File: src/rtl/temp_buffer_ctrl.sv
// temp_buffer_ctrl
//   Sequencer for temp_buffer. On an accepted start it issues one clean
//   command, loads ROW_LEN pixels through a valid/ready handshake, reads the
//   row buffer for ROW_LEN cycles, transfers into the column buffer for
//   ROW_LEN cycles, drains the column buffer for DRAIN_LEN cycles and then
//   pulses done.
//   clk      : clock, all state changes on its rising edge
//   reset    : synchronous reset, active low
//   ctl      : request/handshake bundle (temp_buffer_ctrl_if.slave)
//   temp_pk  : registered command packet to temp_buffer
//   rd_valid : temp_buffer output carries read data this cycle
`ifndef CNN_XLEN
`define CNN_XLEN 16
`endif

package temp_buffer_pkg;
  localparam int CNN_XLEN = `CNN_XLEN;

  typedef enum logic [1:0] {
    NO_WR   = 2'd0,
    WR_DATA = 2'd1,
    WR_BUF  = 2'd2
  } wr_mode_t;

  typedef struct packed {
    logic                       clean;
    logic                       stride;
    wr_mode_t                   wr_r;
    logic                       rd_r;
    wr_mode_t                   wr_c;
    logic                       rd_c;
    logic signed [CNN_XLEN-1:0] data_wr;
  } temp_buf_packet;
endpackage

module temp_buffer_ctrl
  import temp_buffer_pkg::*;
#(
  parameter int ROW_LEN   = 7,
  parameter int DRAIN_LEN = 6
) (
  input  logic                clk,
  input  logic                reset,
  temp_buffer_ctrl_if.slave   ctl,
  output temp_buf_packet      temp_pk,
  output logic                rd_valid
);

  typedef enum logic [2:0] {
    IDLE,
    CLEAN,
    FILL,
    ROW_RD,
    COL_XFER,
    COL_DRAIN,
    DONE
  } state_t;

  // Terminal counts: the phase counter runs 0..LEN-1 and is cleared on
  // every state entry, so it never wraps inside a phase.
  localparam logic [7:0] ROW_LAST   = 8'(ROW_LEN - 1);
  localparam logic [7:0] DRAIN_LAST = 8'(DRAIN_LEN - 1);

  state_t         state_reg;
  logic [7:0]     cnt_reg;
  logic           done_reg;
  logic           hs;
  temp_buf_packet pk_next;

  assign ctl.in_ready = (state_reg == FILL);
  assign ctl.busy     = (state_reg != IDLE);
  assign ctl.done     = done_reg;
  assign hs           = ctl.in_valid & ctl.in_ready;

  // Command for the current cycle; it is registered onto temp_pk so the
  // buffer sees it one cycle after the state that produced it. The stride
  // field simply holds its value except at an accepted start.
  always_comb begin
    pk_next        = '0;
    pk_next.stride = temp_pk.stride;
    case (state_reg)
      IDLE: begin
        if (ctl.start) pk_next.stride = ctl.cfg_stride;
      end
      CLEAN: begin
        pk_next.clean = 1'b1;
      end
      FILL: begin
        if (hs) begin
          pk_next.wr_r    = WR_DATA;
          pk_next.wr_c    = WR_DATA;
          pk_next.data_wr = ctl.in_data;
        end
      end
      ROW_RD: begin
        pk_next.rd_r = 1'b1;
      end
      COL_XFER: begin
        pk_next.wr_c = WR_BUF;
        pk_next.rd_c = 1'b1;
      end
      COL_DRAIN: begin
        pk_next.rd_c = 1'b1;
      end
      default: ;
    endcase
  end

  always_ff @(posedge clk) begin
    if (!reset) begin
      state_reg <= IDLE;
      cnt_reg   <= 8'd0;
      temp_pk   <= '0;
      rd_valid  <= 1'b0;
      done_reg  <= 1'b0;
    end else begin
      temp_pk  <= pk_next;
      // temp_buffer answers a read one cycle after it sees the command.
      rd_valid <= temp_pk.rd_r | temp_pk.rd_c;
      done_reg <= (state_reg == DONE);

      case (state_reg)
        IDLE: begin
          if (ctl.start) begin
            state_reg <= CLEAN;
            cnt_reg   <= 8'd0;
          end
        end
        CLEAN: begin
          state_reg <= FILL;
          cnt_reg   <= 8'd0;
        end
        FILL: begin
          // Only real handshakes advance the load count.
          if (hs) begin
            if (cnt_reg == ROW_LAST) begin
              state_reg <= ROW_RD;
              cnt_reg   <= 8'd0;
            end else begin
              cnt_reg <= cnt_reg + 8'd1;
            end
          end
        end
        ROW_RD: begin
          if (cnt_reg == ROW_LAST) begin
            state_reg <= COL_XFER;
            cnt_reg   <= 8'd0;
          end else begin
            cnt_reg <= cnt_reg + 8'd1;
          end
        end
        COL_XFER: begin
          if (cnt_reg == ROW_LAST) begin
            state_reg <= COL_DRAIN;
            cnt_reg   <= 8'd0;
          end else begin
            cnt_reg <= cnt_reg + 8'd1;
          end
        end
        COL_DRAIN: begin
          if (cnt_reg == DRAIN_LAST) begin
            state_reg <= DONE;
            cnt_reg   <= 8'd0;
          end else begin
            cnt_reg <= cnt_reg + 8'd1;
          end
        end
        DONE: begin
          state_reg <= IDLE;
          cnt_reg   <= 8'd0;
        end
        default: begin
          state_reg <= IDLE;
          cnt_reg   <= 8'd0;
        end
      endcase
    end
  end

endmodule

File: src/rtl/temp_buffer_ctrl_if.sv
// temp_buffer_ctrl_if
//   Groups the controller's request/handshake signals. The bench or upstream
//   logic connects through the master modport; temp_buffer_ctrl uses the
//   slave modport.
//   start      : one-cycle request to run one load/read/transfer/drain sequence
//   cfg_stride : stride value, captured when a start is accepted
//   in_valid   : pixel on in_data is valid
//   in_data    : signed pixel to load
//   in_ready   : controller accepts in_data this cycle
//   busy       : sequence in progress
//   done       : one-cycle completion pulse
`ifndef CNN_XLEN
`define CNN_XLEN 16
`endif

interface temp_buffer_ctrl_if #(
  parameter int XLEN = `CNN_XLEN
);
  logic                   start;
  logic                   cfg_stride;
  logic                   in_valid;
  logic signed [XLEN-1:0] in_data;
  logic                   in_ready;
  logic                   busy;
  logic                   done;

  modport master (
    output start, cfg_stride, in_valid, in_data,
    input  in_ready, busy, done
  );

  modport slave (
    input  start, cfg_stride, in_valid, in_data,
    output in_ready, busy, done
  );
endinterface

File: src/flat_wrapper.sv
// flat-port wrapper written by rule: the top's interface ports become plain ports
module temp_buffer_ctrl_flat import temp_buffer_pkg::*;
#(
  parameter int ROW_LEN   = 7,
  parameter int DRAIN_LEN = 6
)
  (clk, reset, temp_pk, rd_valid, ctl_start, ctl_cfg_stride, ctl_in_valid, ctl_in_data, ctl_in_ready, ctl_busy, ctl_done);
  temp_buffer_ctrl_if #(.XLEN(CNN_XLEN)) ctl_i ();
  input  logic clk;
  input  logic reset;
  output temp_buf_packet temp_pk;
  output logic rd_valid;
  input wire logic [$bits(ctl_i.start)-1:0] ctl_start;
  input wire logic [$bits(ctl_i.cfg_stride)-1:0] ctl_cfg_stride;
  input wire logic [$bits(ctl_i.in_valid)-1:0] ctl_in_valid;
  input wire logic [$bits(ctl_i.in_data)-1:0] ctl_in_data;
  output wire logic [$bits(ctl_i.in_ready)-1:0] ctl_in_ready;
  output wire logic [$bits(ctl_i.busy)-1:0] ctl_busy;
  output wire logic [$bits(ctl_i.done)-1:0] ctl_done;
  assign ctl_i.start = ctl_start;
  assign ctl_i.cfg_stride = ctl_cfg_stride;
  assign ctl_i.in_valid = ctl_in_valid;
  assign ctl_i.in_data = ctl_in_data;
  assign ctl_in_ready = ctl_i.in_ready;
  assign ctl_busy = ctl_i.busy;
  assign ctl_done = ctl_i.done;
  temp_buffer_ctrl #(.ROW_LEN(ROW_LEN), .DRAIN_LEN(DRAIN_LEN)) u_core (.clk(clk), .reset(reset), .ctl(ctl_i), .temp_pk(temp_pk), .rd_valid(rd_valid));
endmodule
File: config.mk
export PLATFORM = sky130hd
export DESIGN_NAME = temp_buffer_ctrl_flat
export DESIGN_NICKNAME = d
export VERILOG_FILES = /design/src/rtl/temp_buffer_ctrl.sv /design/src/rtl/temp_buffer_ctrl_if.sv /design/src/flat_wrapper.sv
export SDC_FILE = /design/constraint.sdc
export NUM_CORES = 1
export LEC_CHECK = 0
export CAP_MARGIN = 10
export CORE_MARGIN = 5
export CORE_UTILIZATION = 47
export DETAILED_ROUTE_END_ITERATION = 10
export GPL_ROUTABILITY_DRIVEN = 0
export GPL_TIMING_DRIVEN = 0
export PLACE_DENSITY_LB_ADDON = 0.15
export SLEW_MARGIN = 25
export SYNTH_ARGS = -nofsm -noshare
export SYNTH_HDL_FRONTEND = slang
export SYNTH_SLANG_ARGS = --single-unit
File: constraint.sdc
create_clock -name clk -period 5.13 [get_ports clk]
set_clock_uncertainty 0.2 [all_clocks]
set_input_delay 1.026 -clock clk [delete_from_list [all_inputs] [get_ports clk]]
set_output_delay 1.026 -clock clk [all_outputs]
set_load 0.01 [all_outputs]
# Word-level counts from Yosys, hierarchy flattened

Index checks and enable logic that the tools add are counted.

Logic and storage cells: 54
Input port bits: 21
Register bits: 37

Equality and inequality tests: 14
Mux-type cells: 17
Add/subtract/negate cells: 1
Bitwise gates (word level): 2
Reductions and logical operators: 9

Operators by type and width:

| kind                | number |
|---|---|
| $mux 8              | 4 |
| $pmux 8 s4          | 1 |
| $mux 3              | 6 |
| $pmux 3 s6          | 1 |
| $eq 8x3->1 const B  | 2 |
| $eq 3x3->1 const B  | 3 |
| $add 8x1->8 const B | 1 |
| $eq 3x2->1 const B  | 2 |
| $ne 2x1->1 const B  | 3 |
| $ne 2x2->1 const B  | 3 |
| $reduce_and 2->1    | 3 |
| $reduce_and 6->1    | 1 |
| $mux 1              | 4 |
| $pmux 2 s2          | 1 |
| $reduce_or 2->1     | 2 |
| $eq 3x1->1 const B  | 1 |
| $logic_not 3->1     | 1 |
| $reduce_and 3->1    | 1 |
| $reduce_bool 3->1   | 1 |
| $and 1x1->1         | 1 |
| $or 1x1->1          | 1 |

# Longest topological paths before layout

Word-level depth: 4
Mapped depth: 6
Depth with buffers taken out: 5

# Worst setup path before layout

OpenSTA, ideal clock, no wires.

Path type: input to register
Start: input ctl_start
End: register u_core.cnt_reg[7]
Path slack: 2.989 ns
Data required time: 4.860 ns
Buffers on the path: 0
Arrival: 1.871 ns
Stages on the path: 4
Setup time: 0.070 ns
Path through: mux2_4 -> nor2_4 -> or4_1 -> a21oi_1

Cells in the longest elaborated chain, start to end: 2

Ends and longest elaborated chain:

| element                           | line                    | text |
|---|---|---|
| from (decl)                       | flat_wrapper.sv:13      | `input wire logic [$bits(ctl_i.start)-1:0] ctl_start;` |
| $ne 2x2->1 (no source line)       | --                      |  |
| $reduce_and 2->1 (no source line) | --                      |  |
| to (signal assigned)              | temp_buffer_ctrl.sv:140 | `cnt_reg <= cnt_reg + 8'd1;` |
| to (signal assigned)              | temp_buffer_ctrl.sv:149 | `cnt_reg <= cnt_reg + 8'd1;` |
| to (signal assigned)              | temp_buffer_ctrl.sv:157 | `cnt_reg <= cnt_reg + 8'd1;` |
| to (decl)                         | temp_buffer_ctrl.sv:65  | `logic [7:0] cnt_reg;` |

No other way between the ends.
A chain may end at the register's enable or synchronous reset.

# Final worst setup path

Start: register u_core.state_reg[1]
End: output ctl_in_ready

Cells in the longest elaborated chain, start to end: 1

Ends and longest elaborated chain:

| element                | line                    | text |
|---|---|---|
| from (decl)            | temp_buffer_ctrl.sv:64  | `state_t state_reg;` |
| from (signal assigned) | temp_buffer_ctrl.sv:111 | `state_reg <= IDLE;` |
| from (signal assigned) | temp_buffer_ctrl.sv:125 | `state_reg <= CLEAN;` |
| from (signal assigned) | temp_buffer_ctrl.sv:130 | `state_reg <= FILL;` |
| $eq 3x2->1             | temp_buffer_ctrl.sv:70  | `assign ctl.in_ready = (state_reg == FILL);` |
| to (decl)              | flat_wrapper.sv:17      | `output wire logic [$bits(ctl_i.in_ready)-1:0] ctl_in_ready;` |

No other way between the ends.

==> flow_metrics.py <==
metrics = {
    "critical_path": {
        "cell_breakdown_of_the_critical_path": "clkbuf_1 > and2_1 > clkdlybuf4s50_1",
        "timing.critical_path.fanout_max": 10,
        "critical_path.max_stage_delay_ns": 0.53,
        "setup.reg_to_reg.worst_slack_ns": 3.34,
        "ff2ff_path_depth": 4,
        "crit_end": "ctl_in_ready",
        "reg2reg_start": "u_core.cnt_reg[2]$_SDFFE_PN0P_",
        "r2r_end": "u_core.cnt_reg[4]$_SDFFE_PN0P_",
        "arrival_ns": 1.79,
        "cp-end-kind": "output pin",
        "startpoint_type": "flop",
        "crit_path_top_delay_cell": "clkdlybuf4s50_1",
        "startpoint": "u_core.state_reg[1]$_SDFFE_PN0P_",
        "criticalPathCategory": "reg2out",
        "critical_path_buf_inv_count": 2,
        "critical_path_cell_count": 3,
        "path_delay_family": "buffers and inverters",
        "cp.required_ns": 3.90,
    },
    "routing": {
        "routed_via_density": 4.99,
        "dr.pass1.iters": 4,
        "route.detailed.drc": 0,
        "routedWlPerCell_um": 13.0,
        "antenna_left": 0,
        "routed_wire_length_mm": 2.75,
        "detailedRoute.firstIterationViolations": 45,
        "routed-via-count": 1052,
    },
    "synth": {
        "synth_xor_xnor_area_share": 0.0380,
        "synth_seq_area_share": 0.522,
        "synth_top_area_cell": "dfxtp_1",
        "combinational_family_with_the_most_area_after_synthesis": "simple AND/OR/NAND/NOR gates",
        "synth_cell_types": 43,
        "syn-mean-instance-area_sq_um": 11.0,
        "yosys-mux-area-fraction": 0.0254,
        "synth_fa_ha_area_frac": 0.0272,
        "synth-edff-count": 0,
        "simple_gate_portion_of_the_synthesized_area": 0.238,
        "post_synth_instance_area_sq_um": 1380,
        "synth_ff_type": "dfxtp_1",
        "synth.ff_latch_count": 36,
        "ys_async_sr_fraction": 0,
        "syn-instance-count": 126,
        "synth_largest_type_area_fraction": 0.522,
        "netlist_top_cells_area": "dfxtp_1 (52%), and2_1 (7.7%), ha_1 (2.7%)",
        "syn-num-nets": 150,
        "synth_warnings": 0,
        "synth_compound_gate_area_share": 0.107,
    },
    "cts": {
        "cts_root_buf": "clkbuf_4",
        "numClockSinks": 36,
        "post-cts-setup-buffers": 0,
        "ctsHtreeMaxLevel": 2,
        "ctsResizeCount": 0,
        "tritoncts": "done",
        "cts_buffers": 5,
        "cts.hold.buffers_added": 0,
        "insertion_delay_ns": 0.33,
        "cts_buffer_depth": 2,
        "cts.reportedPaths.clkPinSlew_ns": 0.10,
    },
    "die": {
        "core.rowCount": 19,
        "die_h_um": 64.2,
        "fp.coreArea_sq_um": 2780,
        "die_area_sq_um": 4120,
        "floorplan.io_pins": 49,
        "die_x_um": 64.2,
        "floorplan.initialDensity": 0.497,
    },
    "placed_design": {
        "dpl_worst_slack_ns": 2.42,
        "place.detailed.instances": 203,
        "place_area_sq_um": 1880,
        "buffer_ports.inserted": 46,
        "place.detailed.hpwl_mm": 2.10,
    },
    "pwr": {
        "power.static_leakage_nw": 0.745,
        "p_clk_frac": 0.214,
        "swShare": 0.315,
        "pwr_density_cell_nw_per_um2": 374,
        "power.share.sequential": 0.449,
        "ir_drop_mv": 0.303,
        "p_sw_uw": 229,
        "power.combinational.fraction": 0.337,
        "intPower_uw": 499,
    },
    "hold_path": {
        "holdCritPathClass": "reg2reg",
        "worstHoldPathCells": 1,
    },
    "timing": {
        "timing.final.hold_violations": 0,
        "final_critical_path_setup_slack_ns": 2.12,
        "slew_violations": 0,
        "min_cycle_time_layout_ns": 3.01,
        "fin_tns_setup_ns": 0,
        "final_hold_slack_ns": 0.271,
        "post-route-period-util": 0.588,
        "grt_setup_unrepaired": "false",
        "achievable-frequency_mhz": 332,
        "setup_viol": 0,
    },
    "grt": {
        "grt_usage": 0.140,
        "globalRouteOverflowTotal": 0,
        "grt_max_degree": 12,
        "grt_pass1_vias": 979,
        "grt_first_pass_wirelength_mm": 4.50,
        "antenna_found_initial": 0,
    },
    "cells_and_area": {
        "share_of_layout_cells_above_drive_strength_1": 0.122,
        "largest_reg_flops": 23,
        "area_growth_pct": 40.7,
        "final_cells": 211,
        "final_cell_area_sq_um": 1940,
        "finish.net_count": 203,
        "total_inserted_antenna_cells": 0,
        "filler_cell_count": 214,
    },
    "flow_run": {
        "max_cap_viol_count": 0,
    },
    "status": {
        "run_status": "complete, no violations",
    },
}
## how the worst min path moves through the flow
stage	end	from	slack [ns]
after global placement	u_core.rd_valid$_SDFF_PN0_	u_core.temp_pk[19]$_SDFF_PN0_	0.23
after global routing	u_core.rd_valid$_SDFF_PN0_	u_core.temp_pk[19]$_SDFF_PN0_	0.30
after detailed placement	u_core.rd_valid$_SDFF_PN0_	u_core.temp_pk[19]$_SDFF_PN0_	0.25
after floorplan	u_core.cnt_reg[7]$_SDFFE_PN0P_	u_core.cnt_reg[7]$_SDFFE_PN0P_	0.29
after CTS	u_core.rd_valid$_SDFF_PN0_	u_core.temp_pk[19]$_SDFF_PN0_	0.28
final	u_core.rd_valid$_SDFF_PN0_	u_core.temp_pk[19]$_SDFF_PN0_	0.27
## worst register-to-register path, stage by stage (launching register included)
cell and delay, ns:
dfxtp_1 0.45, nor4b_4 0.32, a31oi_2 0.18, o31ai_4 0.44
nor2_1 0.10
## area by class of cell
| type | instances | area [sq um] | share of cell area |
|---|---|---|---|
| Clock inverter | 1 | 7.51 | 0.00386 |
| Timing Repair Buffer | 46 | 460 | 0.237 |
| Buffer | 7 | 47.5 | 0.0245 |
| Inverter | 2 | 7.51 | 0.00386 |
| Clock buffer | 7 | 55.1 | 0.0283 |
| Sequential cell | 36 | 721 | 0.371 |
| Multi-Input combinational cell | 81 | 606 | 0.312 |
| Tap cell | 31 | 38.8 | 0.0200 |
## stage by stage
| stage | utilization | power (mW) |
|---|---|---|
| after detailed placement | 0.676 | 0.580 |
| after global placement | 0.676 | 0.571 |
| after CTS | 0.699 | 0.735 |
| after floorplan | - | 0.490 |
| final | 0.699 | 0.728 |
| after global routing | 0.699 | 0.776 |
## metal layers
metal / part of all wire / up-vias / global-route usage / routed length [um]
li1: - / 533 / - / -
met5: 0 / - / 0 / 0
met4: 0.011 / 0 / 0.0534 / 30
met3: 0.086 / 4 / 0.0613 / 236
met2: 0.49 / 37 / 0.237 / 1340
met1: 0.42 / 478 / 0.154 / 1140
## layout by cell type (no fill, tap or decap), drive strengths merged, types with 2 or more instances in the layout
| cell type | netlist | final |
|---|---|---|
| and2 | 17 | 17 |
| buf | 6 | 6 |
| clkbuf | 1 | 8 |
| clkdlybuf4s50 | 0 | 46 |
| dfxtp | 36 | 36 |
| ha | 3 | 3 |
| inv | 2 | 2 |
| mux2i | 2 | 2 |
| nand2 | 4 | 4 |
| nand3 | 2 | 2 |
| nand3b | 3 | 3 |
| nor2 | 12 | 12 |
| nor2b | 3 | 3 |
| nor3 | 3 | 3 |
| o2111ai | 4 | 4 |
| o31ai | 2 | 2 |
| xnor2 | 2 | 2 |
| xor2 | 4 | 4 |
## cells in the mapped netlist, types with 2 or more instances
cell	count
nand3_1	2
buf_4	3
and2_1	17
xor2_1	4
inv_1	2
nor2_1	10
buf_2	2
ha_1	3
nand2_1	4
o2111ai_1	4
mux2i_1	2
dfxtp_1	36
nor3_1	2
nor2b_1	3
nand3b_1	3
xnor2_1	2
## cell families (layout without fill, tap and decap cells)
family / Yosys count / after routing
AOI/OAI and AO/OA: 15 / 15
xor gates and xnor gates: 6 / 6
adders and majority gates: 3 / 3
buffers and inverters: 9 / 63
DFF: 36 / 36
muxes: 3 / 3
other: 1 / 1
and+or+nand+nor: 53 / 53
## power by group through the flow
| stage | clock [mW] | combinational (mW) | sequential (mW) |
|---|---|---|---|
| finish | 0.156 | 0.245 | 0.327 |
| global placement | 0 | 0.238 | 0.333 |
| global route | 0.179 | 0.265 | 0.332 |
| CTS | 0.161 | 0.248 | 0.327 |
| detailed placement | 0 | 0.247 | 0.333 |
| floorplan | 0 | 0.153 | 0.337 |
No activity file was read; power rests on OpenSTA's default activity.
